**src/rtl/instruction_fetch_pkg.sv**
```systemverilog
// Shared constants for the fetch stage and the instruction ROM it drives.
package instruction_fetch_pkg;

    localparam int          DATA_WIDTH_DEF   = 32;
    localparam int          ADDR_WIDTH_DEF   = 10;
    localparam int          PC_WIDTH_DEF     = 32;
    localparam int          INSTR_BYTES      = 4;
    localparam logic [31:0] NOP_INSTR        = 32'h0000_0000;
    localparam logic [31:0] RESET_VECTOR_DEF = 32'h0000_0000;
    localparam logic [31:0] ROM_BASE_WORD    = 32'h1000_0000;

endpackage

```
**src/rtl/instruction_fetch.sv**
```systemverilog
// Fetch stage: owns the PC, drives the ROM word address and offers one
// instruction per cycle to decode, with stall hold and redirect flush.
module instruction_fetch
    import instruction_fetch_pkg::*;
#(
    parameter int                   DATA_WIDTH   = DATA_WIDTH_DEF,
    parameter int                   ADDR_WIDTH   = ADDR_WIDTH_DEF,
    parameter int                   PC_WIDTH     = PC_WIDTH_DEF,
    parameter logic [PC_WIDTH-1:0]  RESET_VECTOR = PC_WIDTH'(RESET_VECTOR_DEF)
) (
    input  logic                  clock,
    input  logic                  reset,
    output logic [ADDR_WIDTH-1:0] imem_address,
    input  logic [DATA_WIDTH-1:0] imem_q,
    input  logic                  stall,
    input  logic                  redirect,
    input  logic [PC_WIDTH-1:0]   redirect_target,
    output logic [DATA_WIDTH-1:0] instr,
    output logic [PC_WIDTH-1:0]   instr_pc,
    output logic                  instr_valid,
    output logic [31:0]           fetch_count
);

    logic [PC_WIDTH-1:0] pc_q, pc_d;
    logic                inflight_q;
    logic [31:0]         count_q, count_d;
    logic                accept;
    logic                unused_bits;

    // pc_d doubles as the fetch address: the ROM samples it on the same edge
    // that pc_q captures it, so pc_q always names the word now on imem_q.
    always_comb begin
        pc_d = pc_q + PC_WIDTH'(INSTR_BYTES);
        if (reset)
            pc_d = RESET_VECTOR;
        else if (redirect)
            pc_d = {redirect_target[PC_WIDTH-1:2], 2'b00};
        else if (!inflight_q || stall)
            pc_d = pc_q;
    end

    assign imem_address = pc_d[ADDR_WIDTH+1:2];

    assign instr_valid = inflight_q & ~redirect & ~reset;
    assign accept      = instr_valid & ~stall;
    assign count_d     = count_q + {31'd0, accept};

    assign instr       = instr_valid ? imem_q : DATA_WIDTH'(NOP_INSTR);
    assign instr_pc    = pc_q;
    assign fetch_count = count_q;

    always_ff @(posedge clock) begin
        if (reset) begin
            pc_q       <= RESET_VECTOR;
            inflight_q <= 1'b0;
            count_q    <= 32'd0;
        end else begin
            pc_q       <= pc_d;
            inflight_q <= 1'b1;
            count_q    <= count_d;
        end
    end

    assign unused_bits = ^{pc_d, redirect_target[1:0]};

endmodule

```
**config.mk**
```make
export PLATFORM = sky130hd
export DESIGN_NAME = instruction_fetch
export DESIGN_NICKNAME = d
export VERILOG_FILES = /design/src/rtl/instruction_fetch_pkg.sv /design/src/rtl/instruction_fetch.sv
export SDC_FILE = /design/constraint.sdc
export NUM_CORES = 1
export LEC_CHECK = 0
export ABC_AREA = 0
export ABC_CLOCK_PERIOD_IN_PS = 3500
export BUFFER_PORTS_ARGS = -buffer_cell sky130_fd_sc_hd__buf_2
export CAP_MARGIN = 15
export CORE_ASPECT_RATIO = 0.6
export CORE_MARGIN = 1.5
export CORE_UTILIZATION = 30
export DETAILED_ROUTE_END_ITERATION = 16
export PLACE_DENSITY = 0.67
export SLEW_MARGIN = 25
export SYNTH_ARGS = -nofsm -noshare
export SYNTH_HDL_FRONTEND = slang
export SYNTH_SLANG_ARGS = --single-unit
```
**constraint.sdc**
```tcl
create_clock -name clock -period 3.5 [get_ports clock]
set_clock_uncertainty 0.1 [all_clocks]
set_input_delay 0.35 -clock clock [delete_from_list [all_inputs] [get_ports clock]]
set_output_delay 0.35 -clock clock [all_outputs]
set_load 0.005 [all_outputs]
```
==> flow_summary.ini <==
[clock_tree]
cts_hold_buf = 0
clk_path_buf_depth = 2
clkTransAtPathRegs_ns = 0.06
cts_num_sinks = 63
cts_buffers = 9
cts_tree = yes
cts_resized = 0
postCtsSetupBuffers = 0
clk_latency_ns = 0.33
htree_levels = 3
root_buffer = clkbuf_16

[timing]
hold_violations = 0
final-setup-viol-count = 0
timing.hold.ws_ns = 0.1374
clock.fmax_ghz = 0.3168
tightest_slew_ns = 0.7680
rsz0062_at_grt = no
final_max_slew_viol_count = 0
finalWorstPathRequiredPeriod_ns = 3.156
fin_tns_setup_ns = 0
fin_ws_ns = 0.3436
max_slew_margin_pct = 48.80
period_share_pct = 90.18

[placement]
io_buffers = 170
gp_congestion = 0.8283
preCtsSetupSlack_ns = 0.2647
place_area_um2 = 4775
post-dp-hpwl_um = 9327

[final_layout]
final_area_um2 = 5104
layout-area-overhead-vs-synth_pct = 35.88
layout_common_cells = buf_2 (170), dfxtp_1 (63), and2_1 (34)
layout-drive-gt1-share_pct = 33.70
nets = 698
final_common_cell = buf_2
num_antenna_cells = 0

[synthesis]
yosysWarnings = 0
synthesis.area_um2 = 3756
async_flop_share_pct = 0
synth_edf_count = 0
synth.distinct_cells = 52
synth-main-ff-cell = dfxtp_1
ys_seq_area_share_pct = 33.58
postSynthCellCount = 468
synth_area_per_cell_um2 = 8.026
synth_seq_cells = 63

[critical_path]
crit_type = register to register
crit_buf_inv = 2
critPathSlowestCell = or4_1
endpoint_kind = register
start_kind = register
crit_chain = nor4b_1 > buf_4 > ha_1 > ha_1 > nand2_1 > or4_1 > buf_4 > nor4_1 > mux2_2
cp_data_arrival_time_ns = 3.27
path_max_fanout = 16
crit_family = simple AND/OR/NAND/NOR gates
critPathMaxStageDelay_ns = 0.51
required_ns = 3.62

[global_route]
grt_max_degree = 64
grt_overflow = 0
gr-usage-all-layers_pct = 18.74
first_global_vias = 3922
antenna_found_initial = 0
grt_pass1_wl_um = 19470

[route]
viasPerCell = 5.415
drc_errors = 0
dr.pass1.iters = 5
drtIter0Drc = 157
wl_per_cell_um = 15.74
vias = 4316
drt_wl_total_um = 12550
postRouteAntennaNets = 0

[power]
p_per_area_nw_per_um2 = 387.4
vdd_drop_max_uv = 191.9
p_leak_nw = 2.185

[floorplanning]
start_util_pct = 30.94
fp.dieH_um = 89.67
die_area_um2 = 13220
core_area_um2 = 12140
num_rows = 31
pin_count = 175
die_w_um = 147.5

[status]
status = complete, no violations

[min_path]
hold_path.class = input port to register

[run]
cap_violations = 0
==> logic make-up (layout without fill, tap and decap cells) <==
logic type | count (synthesis) | after routing | synth area share (%)
AOI/OAI and AO/OA | 97 | 97 | 19.02
adders and majority gates | 3 | 3 | 0.9994
other | 1 | 2 | 0.09984
buffers and inverters | 44 | 207 | 4.630
DFF | 63 | 63 | 33.58
xor gates and xnor gates | 18 | 18 | 4.197
and+or+nand+nor | 238 | 238 | 36.28
muxes | 4 | 4 | 1.199
==> synth_stat cells, drive strengths merged, types with 2 or more instances <==
cell type	instances	area [um^2]
dfxtp	63	1261
and2	34	212.7
nor2	31	116.4
clkbuf	29	108.9
nand2	28	105.1
nand3	24	135.1
nand4	21	131.4
a21oi	17	85.08
or3	16	100.1
or4	16	120.1
a211oi	15	112.6
nor2b	15	93.84
o21ai	14	70.07
nor4	13	87.58
and3	12	75.07
nor3	12	60.06
a311oi	10	87.58
o31ai	10	75.07
xor2	10	87.58
buf	8	38.78
xnor2	8	70.07
and4	7	61.31
inv	7	26.28
a311o	5	50.05
mux2	4	45.04
o2111a	4	45.04
o211a	4	40.04
a31oi	3	18.77
ha	3	37.54
o31a	3	26.28
or2	3	18.77
a2111oi	2	18.77
nand2b	2	12.51
o21a	2	15.01
==> tightest hold or removal path: stages <==
cell     delay [ns]
buf_2          0.08
nand2_1        0.04
nand3_1        0.06
==> area by class of cell <==
class / count / area, um^2
fillers: 1216 / 7037
multi-input cells: 362 / 2325
flip-flops and latches: 63 / 1261
repair buffers: 184 / 955.9
clock buffers: 9 / 225.2
well taps: 165 / 206.4
clock inverters: 7 / 103.9
inverters: 7 / 26.28
==> through the flow <==
step / total power [W] / util (%) / std cells
4_1_cts: 0.001999 / 42.04 / 797
6_report: 0.001977 / 42.04 / 797
2_1_floorplan: 0.0008910 / - / 469
3_3_place_gp: 0.0009959 / 39.33 / 781
5_1_grt: 0.002058 / 42.04 / 797
3_5_place_dp: 0.001000 / 39.33 / 781
==> power breakdown <==
| part | switching [W] | total (W) | leakage, nW | internal [W] |
|---|---|---|---|---|
| clock | 0.000361 | 0.000993 | 0.161 | 0.000632 |
| sequential | 0.0000380 | 0.000780 | 0.515 | 0.000742 |
| combinational | 0.000104 | 0.000204 | 1.51 | 0.000101 |
==> layer usage <==
layer | global-route usage, % | share of wire, % | vias up
li1 | - | - | 2093
met1 | 23.99 | 45 | 2050
met2 | 32.22 | 49 | 160
met3 | 4.545 | 5.3 | 13
met4 | 4.727 | 0.76 | 0
met5 | 0 | 0 | -
==> worst paths after layout <==
kind                              start                         end  slack, ns  cells after the start
max                  inflight_q$_DFF_P_  fetch_count[26]$_SDFF_PP0_       0.34                      9
min                 redirect_target[19]   instr_pc[19]$_SDFFE_PP0P_       0.14                      3
max reg2reg          inflight_q$_DFF_P_  fetch_count[26]$_SDFF_PP0_       0.34                      9
min reg2reg  fetch_count[31]$_SDFF_PP0_  fetch_count[31]$_SDFF_PP0_       0.39                      2
==> registers in the layout, summed over array words and instances (netlist names) <==
| name | flops |
|---|---|
| fetch_count | 32 |
| inflight_q | 1 |
| instr_pc | 30 |
No activity file was read; power rests on OpenSTA's default activity.
